===== src/rtl/fir_out_requant.sv =====
// FIR output requantiser: drops the filter start-up transient, decimates, rounds,
// saturates to OUT_WIDTH and buffers the results in a small valid/ready FIFO.
module fir_out_requant #(
  parameter int IN_WIDTH   = 32,
  parameter int OUT_WIDTH  = 16,
  parameter int SHIFT      = 15,
  parameter int WARMUP     = 49,
  parameter int DECIM      = 1,
  parameter int FIFO_DEPTH = 4
) (
  input  logic                        clk,
  input  logic                        rst,
  input  logic                        in_en,
  input  logic signed [IN_WIDTH-1:0]  in_data,
  output logic                        out_valid,
  input  logic                        out_ready,
  output logic signed [OUT_WIDTH-1:0] out_data,
  output logic                        sat_flag,
  output logic                        ovf_flag,
  input  logic                        flag_clr,
  output logic [15:0]                 drop_cnt
);

  localparam int WW = $clog2(WARMUP + 2);
  localparam int PW = (DECIM > 1) ? $clog2(DECIM) : 1;
  localparam int AW = $clog2(FIFO_DEPTH);
  localparam int CW = AW + 1;
  localparam int RW = IN_WIDTH + 1 - SHIFT;
  localparam int XW = ((RW > OUT_WIDTH) ? RW : OUT_WIDTH) + 1;

  localparam logic signed [IN_WIDTH:0] HALF  = (IN_WIDTH + 1)'(1) <<< (SHIFT - 1);
  localparam logic signed [XW-1:0]     MAX_V = (XW'(1) <<< (OUT_WIDTH - 1)) - XW'(1);
  localparam logic signed [XW-1:0]     MIN_V = -(XW'(1) <<< (OUT_WIDTH - 1));
  localparam logic [OUT_WIDTH-1:0]     MAX_O = {1'b0, {(OUT_WIDTH - 1){1'b1}}};
  localparam logic [OUT_WIDTH-1:0]     MIN_O = {1'b1, {(OUT_WIDTH - 1){1'b0}}};

  logic [WW-1:0] warm_cnt;
  logic [PW-1:0] phase;
  logic          warm_done;
  logic          keep;

  assign warm_done = (warm_cnt == WW'(WARMUP));
  assign keep      = in_en && warm_done && (phase == '0);

  // The warm-up counter freezes at WARMUP; only then does the decimation phase run.
  always_ff @(posedge clk or negedge rst) begin
    if (!rst) begin
      warm_cnt <= '0;
      phase    <= '0;
    end else if (in_en) begin
      if (!warm_done)                    warm_cnt <= warm_cnt + 1'b1;
      else if (phase == PW'(DECIM - 1))  phase    <= '0;
      else                               phase    <= phase + 1'b1;
    end
  end

  // Stage 1: round half up; the extra MSB keeps the bias add from wrapping.
  logic signed [IN_WIDTH:0] rnd_sum;
  logic signed [IN_WIDTH:0] rnd_shift;
  logic                     s1_valid;
  logic signed [RW-1:0]     s1_data;

  assign rnd_sum   = $signed({in_data[IN_WIDTH-1], in_data}) + HALF;
  assign rnd_shift = rnd_sum >>> SHIFT;

  // NOTE: sequential state always uses non-blocking assignments so every register
  // samples the pre-edge values regardless of statement order.
  always_ff @(posedge clk or negedge rst) begin
    if (!rst) begin
      s1_valid <= 1'b0;
      s1_data  <= '0;
    end else begin
      s1_valid <= keep;
      if (keep) s1_data <= rnd_shift[RW-1:0];
    end
  end

  // Stage 2: saturate to the output range.
  logic signed [XW-1:0]        s1_ext;
  logic                        clip_hi;
  logic                        clip_lo;
  logic                        sat_set;
  logic [OUT_WIDTH-1:0]        sat_val;
  logic                        s2_valid;
  logic signed [OUT_WIDTH-1:0] s2_data;

  assign s1_ext  = XW'(s1_data);
  assign clip_hi = s1_ext > MAX_V;
  assign clip_lo = s1_ext < MIN_V;
  assign sat_set = s1_valid && (clip_hi || clip_lo);
  assign sat_val = clip_hi ? MAX_O : (clip_lo ? MIN_O : s1_ext[OUT_WIDTH-1:0]);

  always_ff @(posedge clk or negedge rst) begin
    if (!rst) begin
      s2_valid <= 1'b0;
      s2_data  <= '0;
    end else begin
      s2_valid <= s1_valid;
      if (s1_valid) s2_data <= sat_val;
    end
  end

  // Output FIFO; a full FIFO still accepts a push when the head leaves the same cycle.
  logic signed [OUT_WIDTH-1:0] mem [FIFO_DEPTH];
  logic [AW-1:0]               wr_ptr;
  logic [AW-1:0]               rd_ptr;
  logic [CW-1:0]               count;
  logic                        full;
  logic                        pop;
  logic                        push;
  logic                        drop;

  assign full      = (count == CW'(FIFO_DEPTH));
  assign out_valid = (count != '0);
  assign pop       = out_valid && out_ready;
  assign push      = s2_valid && (!full || pop);
  assign drop      = s2_valid && full && !pop;
  assign out_data  = out_valid ? mem[rd_ptr] : '0;

  // NOTE: the storage array has no reset; the count alone defines which entries are
  // live, and out_data is masked to zero while the FIFO is empty.
  always_ff @(posedge clk) begin
    if (push) mem[wr_ptr] <= s2_data;
  end

  always_ff @(posedge clk or negedge rst) begin
    if (!rst) begin
      wr_ptr <= '0;
      rd_ptr <= '0;
      count  <= '0;
    end else begin
      if (push) wr_ptr <= wr_ptr + 1'b1;
      if (pop)  rd_ptr <= rd_ptr + 1'b1;
      case ({push, pop})
        2'b10:   count <= count + 1'b1;
        2'b01:   count <= count - 1'b1;
        default: count <= count;
      endcase
    end
  end

  // Sticky status: a set event in the same cycle as flag_clr takes priority.
  always_ff @(posedge clk or negedge rst) begin
    if (!rst) begin
      sat_flag <= 1'b0;
      ovf_flag <= 1'b0;
      drop_cnt <= '0;
    end else begin
      if (sat_set)       sat_flag <= 1'b1;
      else if (flag_clr) sat_flag <= 1'b0;

      if (drop)          ovf_flag <= 1'b1;
      else if (flag_clr) ovf_flag <= 1'b0;

      if (drop) begin
        if (flag_clr)                drop_cnt <= 16'd1;
        else if (drop_cnt != 16'hFFFF) drop_cnt <= drop_cnt + 16'd1;
      end else if (flag_clr) begin
        drop_cnt <= '0;
      end
    end
  end

endmodule


===== config.mk =====
export PLATFORM = sky130hd
export DESIGN_NAME = fir_out_requant
export DESIGN_NICKNAME = d
export VERILOG_FILES = /design/src/rtl/fir_out_requant.sv
export SDC_FILE = /design/constraint.sdc
export NUM_CORES = 1
export LEC_CHECK = 0
export CAP_MARGIN = 20
export CORE_MARGIN = 8
export CORE_UTILIZATION = 55
export CTS_BUF_LIST = sky130_fd_sc_hd__clkbuf_2
export DETAILED_ROUTE_END_ITERATION = 10
export DONT_BUFFER_PORTS = 1
export PLACE_DENSITY_LB_ADDON = 0.2
export SETUP_SLACK_MARGIN = 0.4
export SYNTH_ARGS = -nofsm -noshare
export SYNTH_HDL_FRONTEND = slang
export SYNTH_SLANG_ARGS = --single-unit
export TNS_END_PERCENT = 50

===== constraint.sdc =====
create_clock -name clk -period 2.45 [get_ports clk]
set_input_delay 0.49 -clock clk [delete_from_list [all_inputs] [get_ports clk]]
set_output_delay 0.49 -clock clk [all_outputs]
set_load 0.02 [all_outputs]

# Yosys cells after proc, flatten, opt, wreduce, memory -nomap -nowiden
# Memory sizes are Yosys's and may differ from the RTL's.
# Cells that the tools add are included.
[word_totals]
register_bits = 68
latch_bits = 0
ramBits = 64
romBits = 0
input_bits = 37
output_inout_bits = 35
wordCells = 63
mem_count = 1
[mem_list]
columns = ["memory", "depth", "width", "rd", "rd_clocked_by_memory_dff", "wr", "line_no", "text"]
rows = [
  ["mem", 4, 16, 1, 0, 1, "104", "logic signed [OUT_WIDTH-1:0] mem [FIFO_DEPTH];"],
]
[op_classes]
addsub = 8
n_mul = 0
n_div = 0
order_cmp = 2
eq_ne = 5
n_shift = 0
mux = 14
n_bitwise = 2
n_reduce_logical = 19
[op_table]
columns = ["op", "count"]
rows = [
  ["$mux W16", 7],
  ["$add A32 B16 Y33 const B", 1],
  ["$gt A18 B16 Y1 const B", 1],
  ["$lt A18 B16 Y1 const B", 1],
  ["$add A16 B1 Y16 const B", 1],
  ["$ne A16 B16 Y1 const B", 1],
  ["$reduce_bool A2 Y1", 4],
  ["$logic_and A1 B1 Y1", 7],
  ["$add A6 B1 Y6 const B", 1],
  ["$eq A6 B6 Y1 const B", 1],
  ["$mux W1", 6],
  ["$pmux W3 S2", 1],
  ["$reduce_and A2 Y1", 3],
  ["$add A2 B1 Y2 const B", 2],
  ["$add A3 B1 Y3 const B", 1],
  ["$eq A3 B3 Y1 const B", 1],
  ["$reduce_bool A3 Y1", 1],
  ["$sub A3 B1 Y3 const B", 1],
  ["$eq A2 B1 Y1 const B", 1],
  ["$eq A2 B2 Y1 const B", 1],
  ["$logic_not A1 Y1", 2],
  ["$logic_or A1 B1 Y1", 2],
  ["$not A1 Y1", 2],
  ["$add A1 B1 Y1 const B", 1],
]

# Depth between registers and ports, before layout
[depth]
word_depth = 6
ltp_mapped = 9
depth_no_buf = 9

# Least setup slack after synthesis
# No wires, ideal clock.
[synth_path]
path_type = "in2reg"
start = "input port out_ready"
end = "register count[2]"
setup_ps = 79
arrival_ps = 2362
t_required_ps = 2371
slack_ps = 9
path_stages = 9
path_buffers = 0
path_cell_list = "or4b_2 and2_1 inv_1 ha_1 inv_1 fa_1 xor2_1 nor2_1 xor2_1"
[synth_via]
elab_chain_cells = 5
word_cells_on_any_way = 7
classes_between = "eq/ne (2); mux (1); reduce/logical (4)"
[synth_lines]
columns = ["element", "line_no", "text"]
rows = [
  ["start, declared", "16", "input logic out_ready,"],
  ["$logic_and A1 B1 Y1 *", "115", "assign pop = out_valid && out_ready;"],
  ["$logic_or A1 B1 Y1", "116", "assign push = s2_valid && (!full || pop);"],
  ["$logic_and A1 B1 Y1", "116", ""],
  ["$eq A2 B1 Y1 / $eq A2 B2 Y1 (equally long branches)", "134", "case ({push, pop})"],
  ["$pmux W3 S2 / $reduce_bool A2 Y1 (equally long branches)", "n/a", ""],
  ["end signal, assigned", "135", "2'b10: count <= count + 1'b1;"],
  ["end signal, assigned", "136", "2'b01: count <= count - 1'b1;"],
  ["end signal, assigned", "137", "default: count <= count;"],
  ["end, declared", "107", "logic [CW-1:0] count;"],
]
# Every way passes the cells marked *; elsewhere a longest branch is shown, timed or not.
# A chain may end at the register's enable or synchronous reset.

# Final worst setup path
[layout_path]
start = "register rd_ptr[0]"
end = "output port out_data[13]"
[layout_via]
elab_chain_cells = 2
[layout_lines]
columns = ["element", "line_no", "text"]
rows = [
  ["start, declared", "106", "logic [AW-1:0] rd_ptr;"],
  ["start signal, assigned", "133", "if (pop) rd_ptr <= rd_ptr + 1'b1;"],
  ["$mem_v2 Z4 W16", "n/a", ""],
  ["$mux W16", "118", "assign out_data = out_valid ? mem[rd_ptr] : '0;"],
  ["end, declared", "17", "output logic signed [OUT_WIDTH-1:0] out_data,"],
]
# No other way between the ends.

==> impl_results.html <==
<table>
<tr><th>Metric</th><th>Value</th></tr>
<tr><th colspan="2">Run status</th></tr>
<tr><td>Status</td><td>finished, violations left</td></tr>
<tr><td>Violations in the final reports</td><td>setup timing</td></tr>
<tr><th colspan="2">Clock network</th></tr>
<tr><td>Master cell of the clock root buffer</td><td>clkbuf_2</td></tr>
<tr><td>Buffers from clock root to sink, at most</td><td>2</td></tr>
<tr><td>Clock Pin Slew Worst Setup and Hold Paths</td><td>0.22 ns</td></tr>
<tr><td>CTS tree</td><td>built</td></tr>
<tr><td>Total number of H-tree levels</td><td>4</td></tr>
<tr><td>Clock sinks</td><td>131</td></tr>
<tr><td>Num CTS Buffers</td><td>17</td></tr>
<tr><td>Clk_lat worst skew</td><td>0.67 ns</td></tr>
<tr><th colspan="2">Timing</th></tr>
<tr><td>Final setup violating endpoints</td><td>16</td></tr>
<tr><td>Period minus WS final</td><td>2.50 ns</td></tr>
<tr><td>RSZ-0062 raised after global routing</td><td>true</td></tr>
<tr><td>Worst Slack Setup Final</td><td>-0.0499 ns</td></tr>
<tr><td>Share of the clock period used by the worst path after layout</td><td>102%</td></tr>
<tr><td>Final-report max-slew violation count</td><td>0</td></tr>
<tr><td>Hold Fails Final Rpt</td><td>0</td></tr>
<tr><td>Slew at the pin with the worst max-slew slack</td><td>0.847 ns</td></tr>
<tr><td>Layout Skew</td><td>0.0242 ns</td></tr>
<tr><td>Worst max-slew margin expressed relative to the limit</td><td>43.5%</td></tr>
<tr><td>Achievable frequency</td><td>0.400 GHz</td></tr>
<tr><th colspan="2">GRT</th></tr>
<tr><td>Antenna violations before repair</td><td>0</td></tr>
<tr><td>Global-route wire length before repair</td><td>20.0 mm</td></tr>
<tr><td>Via count of the first global-routing pass</td><td>4002</td></tr>
<tr><td>Largest net degree at the start of global routing</td><td>68</td></tr>
<tr><td>Global-route usage over all layers</td><td>17.1%</td></tr>
<tr><td>Residual overflow from global routing</td><td>0</td></tr>
<tr><th colspan="2">Yosys</th></tr>
<tr><td>Number of library cell types mapped by synthesis</td><td>51</td></tr>
<tr><td>Syn nets</td><td>546</td></tr>
<tr><td>Asr flop ratio synth</td><td>51.1%</td></tr>
<tr><td>Number of flip-flops and latches in the synthesized netlist</td><td>131</td></tr>
<tr><td>Cell area after synthesis</td><td>6130 um2</td></tr>
<tr><td>EDFF count, synth</td><td>64</td></tr>
<tr><td>Prevailing post-synth register cell</td><td>dfrtp_1</td></tr>
<tr><td>Synthesized area per cell</td><td>12.3 um2</td></tr>
<tr><td>Synthesized instance count</td><td>499</td></tr>
<tr><td>Yosys warning total</td><td>0</td></tr>
<tr><td>Sequential fraction of the synthesis area</td><td>58.7%</td></tr>
<tr><th colspan="2">Critical path</th></tr>
<tr><td>Worst EP required</td><td>1.96 ns</td></tr>
<tr><td>CP arrival</td><td>2.01 ns</td></tr>
<tr><td>Worst path buffer plus inverter count</td><td>2</td></tr>
<tr><td>Largest stage delay on the critical path</td><td>0.51 ns</td></tr>
<tr><td>Capturing element type of the critical path</td><td>output port</td></tr>
<tr><td>Largest driver fanout on the critical path</td><td>4</td></tr>
<tr><td>Top delay family on crit path</td><td>multiplexers</td></tr>
<tr><td>Critical path cell sequence</td><td>buf_6 -&gt; clkbuf_16 -&gt; mux4_2 -&gt; and2_4</td></tr>
<tr><td>Setup Crit Path Kind</td><td>register to output port</td></tr>
<tr><td>CP max-delay cell</td><td>mux4_2</td></tr>
<tr><td>Category of the worst setup path launch point</td><td>register</td></tr>
<tr><th colspan="2">Die</th></tr>
<tr><td>Row Count</td><td>38</td></tr>
<tr><td>Number of top-level pins</td><td>72</td></tr>
<tr><td>Starting utilization of the core area</td><td>56.6%</td></tr>
<tr><td>Die width</td><td>122 um</td></tr>
<tr><td>Total Die Area</td><td>14800 um2</td></tr>
<tr><td>Die height</td><td>122 um</td></tr>
<tr><td>Area inside the core boundary</td><td>10800 um2</td></tr>
<tr><th colspan="2">Power</th></tr>
<tr><td>VDD IR max</td><td>0.635 mV</td></tr>
<tr><td>Power per cell area</td><td>922 nW/um2</td></tr>
<tr><td>Lkg Pwr</td><td>2.74 nW</td></tr>
<tr><td>Total power of the final layout</td><td>6.46 mW</td></tr>
<tr><th colspan="2">Placed design</th></tr>
<tr><td>Area after detailed placement</td><td>6330 um2</td></tr>
<tr><td>Placed wire-length estimate after detailed placement</td><td>8.03 mm</td></tr>
<tr><td>Gpl congestion</td><td>0.815</td></tr>
<tr><td>Count of input and output buffers</td><td>0</td></tr>
<tr><td>Post-Place Worst Slack</td><td>0.219 ns</td></tr>
<tr><th colspan="2">Job</th></tr>
<tr><td>Reported max-cap violation count</td><td>0</td></tr>
<tr><th colspan="2">Cells and area</th></tr>
<tr><td>Summed area of non-filler cells in the final layout</td><td>7010 um2</td></tr>
<tr><td>Final net count</td><td>579</td></tr>
<tr><td>Antenna cells</td><td>0</td></tr>
<tr><td>Final design utilization</td><td>64.6%</td></tr>
<tr><td>Fraction of final layout cells with drive strength greater than 1</td><td>26.2%</td></tr>
<tr><td>Signed area change from the synthesized netlist to the final layout</td><td>14.3%</td></tr>
<tr><th colspan="2">Drt</th></tr>
<tr><td>Number of routed nets with antenna violations</td><td>0</td></tr>
<tr><td>Count of unresolved DRC violations after routing</td><td>0</td></tr>
<tr><td>First DRT Iteration DRCs</td><td>237</td></tr>
<tr><td>Vias after detailed routing</td><td>3970</td></tr>
<tr><td>Drt total wl</td><td>12.2 mm</td></tr>
<tr><td>Via density per instance</td><td>5.80</td></tr>
<tr><td>Routed length per placed instance</td><td>17.7 um</td></tr>
<tr><td>Drt first pass iters</td><td>4</td></tr>
<tr><th colspan="2">Worst hold path</th></tr>
<tr><td>Hold Path Class</td><td>input port to register</td></tr>
</table>
==> layout make-up <==
type | count | area [um2]
multi-input combinational | 324 | 2460
timing repair buffer | 42 | 458
fill | 844 | 3830
tap | 140 | 175
clock buffer | 17 | 85.1
clock inverter | 15 | 158
inverter | 16 | 62.6
sequential | 131 | 3610
==> cell families after synthesis <==
group	Yosys count	synth area share, %
DFF	131	58.7
muxes	35	9.35
buffers and inverters	44	2.88
xor gates and xnor gates	21	3.00
and+or+nand+nor	175	16.1
adders and majority gates	10	2.16
AOI/OAI and AO/OA	83	7.82
==> power breakdown <==
part	internal (mW)	switching, mW
combinational	1.28	1.16
sequential	2.49	0.235
clock	0.475	0.821
==> metal layers <==
layer / share of wire [%] / up-vias / global-route usage, %
li1: - / 1923 / -
met1: 43 / 1946 / 21.5
met2: 49 / 96 / 27.5
met3: 6.5 / 5 / 5.69
met4: 0.65 / 0 / 5.63
met5: 0 / - / 0
==> state kept, by name, indices dropped and copies added, names as in the netlist <==
name	cells
mem	64
s1_data	18
drop_cnt	16
s2_data	16
warm_cnt	6
count	3
rd_ptr	2
wr_ptr	2
ovf_flag	1
s1_valid	1
s2_valid	1
sat_flag	1
==> worst register-to-register path, stage by stage (launching register included) <==
cell and delay [ns]:
dfrtp_1 0.43, buf_6 0.13, or4b_4 0.56, and2_4 0.18, inv_4 0.05, ha_4 0.13, inv_2 0.04, fa_2 0.32
xor2_1 0.14, nor2_1 0.12, xor2_1 0.14
==> path summary, 6_finish.rpt <==
check,endpoint,startpoint,slack [ns],cells after the start
setup / recovery,out_data[13],rd_ptr[0],-0.05,4
hold / removal,s1_data[12],in_data[26],0.06,3
setup reg to reg,count[2],count[1],0.14,10
hold reg to reg,warm_cnt[5],warm_cnt[5],0.49,1
max in group asynchronous,drop_cnt[3],rst,1.81,2
min in group asynchronous,warm_cnt[1],rst,0.30,2
==> cells in the mapped netlist (3+ instances only) <==
| master | count | area [um2] |
|---|---|---|
| and4_1 | 3 | 26.3 |
| dfrtp_1 | 67 | 1680 |
| a31oi_1 | 3 | 18.8 |
| nand4_1 | 12 | 75.1 |
| xnor2_1 | 11 | 96.3 |
| nor4_1 | 4 | 25.0 |
| buf_2 | 5 | 25.0 |
| mux2_2 | 16 | 180 |
| xor2_1 | 10 | 87.6 |
| nor2_1 | 9 | 33.8 |
| ha_1 | 9 | 113 |
| a21oi_1 | 42 | 210 |
| or2_2 | 15 | 93.8 |
| or4_1 | 14 | 105 |
| clkbuf_1 | 20 | 75.1 |
| or3_1 | 4 | 25.0 |
| and3_1 | 9 | 56.3 |
| and2_1 | 19 | 119 |
| nor3_1 | 4 | 20.0 |
| mux4_2 | 16 | 360 |
| edfxtp_1 | 64 | 1920 |
| nand3_1 | 23 | 115 |
| o31ai_1 | 10 | 75.1 |
| o21ai_0 | 18 | 90.1 |
| inv_1 | 16 | 60.1 |
| nand2_1 | 46 | 173 |
==> through the flow <==
stage / std cells / hold slack, ns / TNS [ns]
3_3_place_gp: 625 / 0.196 / 0
3_5_place_dp: 625 / 0.196 / 0
4_1_cts: 680 / 0.00326 / -1.80
6_report: 685 / 0.0581 / -0.438
2_1_floorplan: 499 / 0.194 / 0
5_1_grt: 685 / -0.0211 / -2.89
==> what timing repair did <==
item / in CTS / in global routing
setup buffers: 4 / 0
cloned: 1 / 1
pin swaps: 5 / 26
setup endpoints to repair: 21 / 33
hold buffers: 18 / 4
gates resized for setup: 42 / 12
hold endpoints to repair: 101 / 4
==> layout by cell type (no fill, tap or decap), types with 3 or more instances in the layout <==
cell type	synthesis	final
edfxtp_1	64	64
dfrtp_1	67	60
nand2_1	46	46
a21oi_1	42	41
nand3_1	23	21
dlygate4sd3_1	0	21
o21ai_0	18	18
and2_4	0	17
clkbuf_2	1	17
mux4_2	16	16
mux2_2	16	16
or2_2	15	15
buf_4	1	14
inv_1	16	13
or4_1	14	13
nand4_1	12	12
xnor2_1	11	11
xor2_1	10	10
o31ai_1	10	10
and3_1	9	9
nor2_1	9	9
ha_1	9	8
dfrtp_2	0	7
nor3_1	4	4
or3_1	4	4
inv_6	0	4
clkinvlp_4	0	4
and4_1	3	3
a31oi_1	3	3
clkinv_2	0	3
No activity file was read; power rests on OpenSTA's default activity.
